**config.mk**
```make
export PLATFORM = sky130hd
export DESIGN_NAME = gpio_bus_arbiter_flat
export DESIGN_NICKNAME = d
export VERILOG_FILES = /design/src/rtl/gpio_bus_arbiter_if.sv /design/src/rtl/gpio_bus_arbiter.sv /design/src/flat_wrapper.sv
export SDC_FILE = /design/constraint.sdc
export NUM_CORES = 1
export LEC_CHECK = 0
export CORE_MARGIN = 2
export CORE_UTILIZATION = 42
export CTS_BUF_LIST = sky130_fd_sc_hd__clkbuf_4 sky130_fd_sc_hd__clkbuf_8
export DETAILED_ROUTE_END_ITERATION = 16
export PLACE_DENSITY = 0.82
export SETUP_SLACK_MARGIN = 0.2
export SLEW_MARGIN = 0
export SYNTH_ARGS = -nofsm -noshare
export SYNTH_HDL_FRONTEND = slang
export SYNTH_SLANG_ARGS = --single-unit
```
**constraint.sdc**
```tcl
create_clock -name i_clk -period 1.6 [get_ports i_clk]
set_input_delay 0.32 -clock i_clk [delete_from_list [all_inputs] [get_ports i_clk]]
set_output_delay 0.32 -clock i_clk [all_outputs]
set_load 0.02 [all_outputs]
```
**src/rtl/gpio_bus_arbiter_if.sv**
```systemverilog
// rtl/gpio_bus_arbiter_if.sv - request/ack and GPIO bus signals shared by the two requesters and the arbiter
interface gpio_bus_arbiter_if #(
  parameter int DW = 32
);
  logic          m0_req;
  logic [1:0]    m0_a;
  logic          m0_we;
  logic [DW-1:0] m0_wd;
  logic          m0_ack;
  logic [DW-1:0] m0_rd;

  logic          m1_req;
  logic [1:0]    m1_a;
  logic          m1_we;
  logic [DW-1:0] m1_wd;
  logic          m1_ack;
  logic [DW-1:0] m1_rd;

  logic [1:0]    gp_a;
  logic          gp_we;
  logic [DW-1:0] gp_wd;
  logic [DW-1:0] gp_rd;

  logic          busy;
  logic          grant_id;

  // Arbiter side: takes requests, drives acks and the GPIO bus.
  modport slave (
    input  m0_req, m0_a, m0_we, m0_wd,
    output m0_ack, m0_rd,
    input  m1_req, m1_a, m1_we, m1_wd,
    output m1_ack, m1_rd,
    output gp_a, gp_we, gp_wd,
    input  gp_rd,
    output busy, grant_id
  );

  // Requester/peripheral side.
  modport master (
    output m0_req, m0_a, m0_we, m0_wd,
    input  m0_ack, m0_rd,
    output m1_req, m1_a, m1_we, m1_wd,
    input  m1_ack, m1_rd,
    input  gp_a, gp_we, gp_wd,
    output gp_rd,
    input  busy, grant_id
  );
endinterface

```
**src/rtl/gpio_bus_arbiter.sv**
```systemverilog
// rtl/gpio_bus_arbiter.sv - serialises m0/m1 accesses onto the GPIO register bus
// IDLE selects and latches a winner, ADDR drives the access, DATA acks the winner.
module gpio_bus_arbiter #(
  parameter int DW        = 32,
  parameter int FIXED_PRI = 0
) (
  input  logic               i_clk,
  input  logic               i_rst,
  gpio_bus_arbiter_if.slave  bus
);
  localparam logic [1:0] S_IDLE = 2'd0;
  localparam logic [1:0] S_ADDR = 2'd1;
  localparam logic [1:0] S_DATA = 2'd2;

  logic [1:0]    r_state;
  logic          r_win;
  logic          r_rr_last;
  logic [1:0]    r_a;
  logic          r_we;
  logic [DW-1:0] r_wd;
  logic [DW-1:0] r_m0_rd;
  logic [DW-1:0] r_m1_rd;

  logic          w_any;
  logic          w_win;
  logic          w_active;

  // Round-robin hands a contested slot to whichever master did not win last.
  always_comb begin
    w_any = bus.m0_req | bus.m1_req;
    if (bus.m0_req && bus.m1_req) begin
      w_win = (FIXED_PRI != 0) ? 1'b0 : ~r_rr_last;
    end else begin
      w_win = bus.m1_req;
    end
  end

  always_ff @(posedge i_clk) begin
    if (i_rst) begin
      r_state   <= S_IDLE;
      r_win     <= 1'b0;
      r_rr_last <= 1'b1;
      r_a       <= 2'd0;
      r_we      <= 1'b0;
      r_wd      <= '0;
      r_m0_rd   <= '0;
      r_m1_rd   <= '0;
    end else begin
      case (r_state)
        S_IDLE: begin
          if (w_any) begin
            r_win     <= w_win;
            r_rr_last <= w_win;
            r_a       <= w_win ? bus.m1_a  : bus.m0_a;
            r_we      <= w_win ? bus.m1_we : bus.m0_we;
            r_wd      <= w_win ? bus.m1_wd : bus.m0_wd;
            r_state   <= S_ADDR;
          end
        end
        S_ADDR: begin
          // gp_rd follows gp_a combinationally, so it is settled by the end of ADDR.
          if (!r_we) begin
            if (r_win) begin
              r_m1_rd <= bus.gp_rd;
            end else begin
              r_m0_rd <= bus.gp_rd;
            end
          end
          r_state <= S_DATA;
        end
        S_DATA: begin
          r_state <= S_IDLE;
        end
        default: begin
          r_state <= S_IDLE;
        end
      endcase
    end
  end

  assign w_active     = (r_state == S_ADDR) || (r_state == S_DATA);

  assign bus.busy     = w_active;
  assign bus.grant_id = r_win;
  assign bus.gp_a     = w_active ? r_a  : 2'd0;
  assign bus.gp_wd    = w_active ? r_wd : '0;
  assign bus.gp_we    = (r_state == S_ADDR) && r_we;

  assign bus.m0_ack   = (r_state == S_DATA) && !r_win;
  assign bus.m1_ack   = (r_state == S_DATA) &&  r_win;
  assign bus.m0_rd    = r_m0_rd;
  assign bus.m1_rd    = r_m1_rd;
endmodule

```
**src/flat_wrapper.sv**
```systemverilog
// flat-port wrapper written by rule: the top's interface ports become plain ports
module gpio_bus_arbiter_flat 
#(
  parameter int DW        = 32,
  parameter int FIXED_PRI = 0
)
  (i_clk, i_rst, bus_m0_req, bus_m0_a, bus_m0_we, bus_m0_wd, bus_m0_ack, bus_m0_rd, bus_m1_req, bus_m1_a, bus_m1_we, bus_m1_wd, bus_m1_ack, bus_m1_rd, bus_gp_a, bus_gp_we, bus_gp_wd, bus_gp_rd, bus_busy, bus_grant_id);
  gpio_bus_arbiter_if #(.DW(DW)) bus_i ();
  input  logic i_clk;
  input  logic i_rst;
  input wire logic [$bits(bus_i.m0_req)-1:0] bus_m0_req;
  input wire logic [$bits(bus_i.m0_a)-1:0] bus_m0_a;
  input wire logic [$bits(bus_i.m0_we)-1:0] bus_m0_we;
  input wire logic [$bits(bus_i.m0_wd)-1:0] bus_m0_wd;
  output wire logic [$bits(bus_i.m0_ack)-1:0] bus_m0_ack;
  output wire logic [$bits(bus_i.m0_rd)-1:0] bus_m0_rd;
  input wire logic [$bits(bus_i.m1_req)-1:0] bus_m1_req;
  input wire logic [$bits(bus_i.m1_a)-1:0] bus_m1_a;
  input wire logic [$bits(bus_i.m1_we)-1:0] bus_m1_we;
  input wire logic [$bits(bus_i.m1_wd)-1:0] bus_m1_wd;
  output wire logic [$bits(bus_i.m1_ack)-1:0] bus_m1_ack;
  output wire logic [$bits(bus_i.m1_rd)-1:0] bus_m1_rd;
  output wire logic [$bits(bus_i.gp_a)-1:0] bus_gp_a;
  output wire logic [$bits(bus_i.gp_we)-1:0] bus_gp_we;
  output wire logic [$bits(bus_i.gp_wd)-1:0] bus_gp_wd;
  input wire logic [$bits(bus_i.gp_rd)-1:0] bus_gp_rd;
  output wire logic [$bits(bus_i.busy)-1:0] bus_busy;
  output wire logic [$bits(bus_i.grant_id)-1:0] bus_grant_id;
  assign bus_i.m0_req = bus_m0_req;
  assign bus_i.m0_a = bus_m0_a;
  assign bus_i.m0_we = bus_m0_we;
  assign bus_i.m0_wd = bus_m0_wd;
  assign bus_m0_ack = bus_i.m0_ack;
  assign bus_m0_rd = bus_i.m0_rd;
  assign bus_i.m1_req = bus_m1_req;
  assign bus_i.m1_a = bus_m1_a;
  assign bus_i.m1_we = bus_m1_we;
  assign bus_i.m1_wd = bus_m1_wd;
  assign bus_m1_ack = bus_i.m1_ack;
  assign bus_m1_rd = bus_i.m1_rd;
  assign bus_gp_a = bus_i.gp_a;
  assign bus_gp_we = bus_i.gp_we;
  assign bus_gp_wd = bus_i.gp_wd;
  assign bus_i.gp_rd = bus_gp_rd;
  assign bus_busy = bus_i.busy;
  assign bus_grant_id = bus_i.grant_id;
  gpio_bus_arbiter #(.DW(DW), .FIXED_PRI(FIXED_PRI)) u_core (.i_clk(i_clk), .i_rst(i_rst), .bus(bus_i));
endmodule
```
==> metrics.cfg <==
[status]
status = finished, violations left
violations = setup timing

[worst_hold_path]
hp-class = reg -> reg

[clock_network]
cts_tree = yes
clock_latency_ns = 0.36
cts_root_buffer = clkbuf_8
ctsLongestPathBuffers = 2
ctsHoldBuffers = 0
path_clk_slew_ns = 0.11
cts.htree.levels = 3
clock-sinks = 103
cts_made_buffers = 9

[grt]
track_usage_pct = 28.67
antenna_found_initial = 0
overflow = 0
grt_max_degree = 47
grt_pass1_wl_um = 25140
grt_pass1_vias = 4823

[timing]
max-slew-margin-rel_pct = 52.11
skew_ns = 0.01659
setup_viol = 102
tightest_slew_ns = 0.7184
finalCritPeriodShare_pct = 117.0
finalCriticalPeriod_ns = 1.873
finalHoldViolations = 0
maxSlewViolCount = 0
fmax_ghz = 0.5340
rsz0062_at_grt = yes
timing.final.ws_setup_ns = -0.2728

[layout]
n_antenna_cell = 0
utilization_pct = 79.23
drive_above_1_share_pct = 41.30
finalNetCount = 876
syn_to_final_growth_pct = 84.84
num-fill-cells = 642
finalNonFillerCells = 906

[floorplanning]
die_w_um = 106.0
start_util_pct = 42.86
ios = 209
rows = 37
core_um2 = 10180
chipHeight_um = 106.0
die_area_um2 = 11230

[worst_setup_path]
ff2ff_setup_slack_ns = -0.09
arrival_ns = 1.55
crit_required_ns = 1.28
r2r_cells = 10
rr_endpoint = u_core.bus.m1_rd[10]$_SDFFE_PP0P_
worstPathMaxFanout = 13
setup.worst_path.end = bus_gp_wd[16]
r2r-start = u_core.r_state[1]$_SDFFE_PP0P_
critPathKind = reg -> out
cp-startpoint = u_core.r_state[1]$_SDFFE_PP0P_
critPathLaunchType = flop
critPathCaptureType = output pin

[synth]
synthTopCellsByCount = nand2_1 (163), dfxtp_1 (103), a21oi_1 (100), nor2_1 (37), and2_1 (36)
ys_types = 30
ys_top_cells_by_area = dfxtp_1 (47%), nand2_1 (14%), a21oi_1 (11%)
synth_area_um2 = 4365
synth_top_area_cell = dfxtp_1
ys_ff_latch = 103
yosysMostFrequentCell = nand2_1
async_flop_share_pct = 0
synthFlopType = dfxtp_1
yosysTopAreaCellShare_pct = 47.23
yosys_warnings = 0
syn_nets = 649
synthCells = 539
yosysSeqAreaShare_pct = 47.23
postSynthAreaPerCell_um2 = 8.099
synth_edf_count = 0

[detailed_routing]
avgViaCountPerCell = 5.340
vias = 4838
wl_um = 17470
route.detailed.drc = 0
postRouteAntennaNets = 0
post_drt_wl_per_cell_um = 19.28
firstDrtPassIters = 5
drt_iter0_markers = 270

[power_and_ir_drop]
power_switching_uw = 2313
p_seq_share_pct = 42.2
p_leak_uw = 0.003372
intPower_uw = 4591
pwr-share-comb_pct = 35.5
vdd_drop_max_uv = 560.8
clkPwrFrac_pct = 22.3
p_sw_share_pct = 33.50
power_density_nw_per_um2 = 855.6

[placement]
placed_cells = 865
dp_hpwl_um = 9638
port_buffers = 208
gp_congestion = 0.8670

[flow_run]
maxCapViolCount = 0

timing repair:
action	4_1_cts	5_1_grt
endpoints found under the setup margin	168	181
buffers inserted	7	4
gates cloned	12	3
gates resized for setup	406	159
hold endpoints to repair	0	0
pin swaps	21	39
power by group through the flow:
stage               combinational, µW  clock (µW)  sequential, µW
global placement                 1840           0            2940
global route                     2580        1650            2930
floorplan                         990           0            3010
CTS                              2240        1560            2900
detailed placement               1900           0            2940
finish                           2450        1540            2910
kinds of logic (layout without fill, tap and decap cells):
logic type      Yosys count  in the layout  share of synthesized area [%]
simple gates            245            245                          23.96
compound gates          141            141                          22.16
flops                   103            103                          47.23
buf+inv                  45            276                          5.274
fa+ha+maj                 4              4                          1.147
mux                       1              1                         0.2293
placed cells by master, fill, tap and decap left out, types with 15 or more instances in the layout:
cell type / count
a21oi_2: 42
clkbuf_2: 26
nand2_2: 15
buf_6: 43
nand2_4: 43
and2_4: 36
buf_4: 17
a21oi_1: 57
clkdlybuf4s15_1: 31
nor2_1: 37
nand2_1: 105
clkdlybuf4s50_1: 102
a211oi_2: 30
dfxtp_1: 100
worst min path at each step:
stage	from	to	slack, ns	depth (start not counted)
2_1_floorplan	bus_gp_rd[0]	u_core.bus.m0_rd[0]$_SDFFE_PP0P_	0.46	2
3_3_place_gp	u_core.bus.m1_rd[2]$_SDFFE_PP0P_	u_core.bus.m1_rd[2]$_SDFFE_PP0P_	0.44	2
3_5_place_dp	u_core.bus.m0_rd[15]$_SDFFE_PP0P_	u_core.bus.m0_rd[15]$_SDFFE_PP0P_	0.45	2
4_1_cts	u_core.bus.m0_rd[15]$_SDFFE_PP0P_	u_core.bus.m0_rd[15]$_SDFFE_PP0P_	0.46	2
5_1_grt	u_core.bus.m0_rd[26]$_SDFFE_PP0P_	u_core.bus.m0_rd[26]$_SDFFE_PP0P_	0.48	2
6_report	u_core.bus.m0_rd[25]$_SDFFE_PP0P_	u_core.bus.m0_rd[25]$_SDFFE_PP0P_	0.46	2
worst max-delay path: stages (launching register included):
cell and delay [ns]:
dfxtp_2 0.35, inv_2 0.05, ha_4 0.25, buf_12 0.13
buf_12 0.14, and2_4 0.16, buf_6 0.12
final cells by class:
| cell class | instances | area [µm²] | area share, % |
|---|---|---|---|
| inverters | 2 | 7.507 | 0.09304 |
| repair buffers | 259 | 2864 | 35.49 |
| clock buffers | 9 | 123.9 | 1.535 |
| well taps | 136 | 170.2 | 2.109 |
| flip-flops and latches | 103 | 2066 | 25.60 |
| clock inverters | 6 | 52.55 | 0.6513 |
| multi-input cells | 391 | 2785 | 34.52 |
per-stage QoR:
step | instance area, µm² | power [µW] | TNS (ns) | setup slack (ns) | hold slack (ns)
after global placement | 6813 | 4777 | -12.79 | -0.2589 | 0.4410
after global routing | 8069 | 7159 | -17.21 | -0.3301 | 0.4833
after detailed placement | 6813 | 4837 | -15.36 | -0.3035 | 0.4484
final | 8069 | 6904 | -12.10 | -0.2728 | 0.4629
after floorplan | 4526 | 4002 | 0 | 0.2006 | 0.4560
after CTS | 7721 | 6695 | -9.461 | -0.2802 | 0.4609
state kept, by name, summed over array words and instances, names as in the netlist:
| name | cells |
|---|---|
| u_core.r_state | 2 |
| u_core.r_wd | 32 |
| u_core.r_rr_last | 1 |
| u_core.r_we | 1 |
| u_core.bus.grant_id | 1 |
| u_core.bus.m0_rd | 32 |
| u_core.r_a | 2 |
| u_core.bus.m1_rd | 32 |
per-layer routing:
layer	vias to the layer above	GRT usage, %	share of wire [%]	wire length, µm
li1	2245	-	-	-
met1	2337	34.91	39	6836
met2	194	48.11	51	8871
met3	62	4.353	5.1	899
met4	0	16.82	4.9	860
met5	-	0	0	0
No activity file was read; power rests on OpenSTA's default activity.
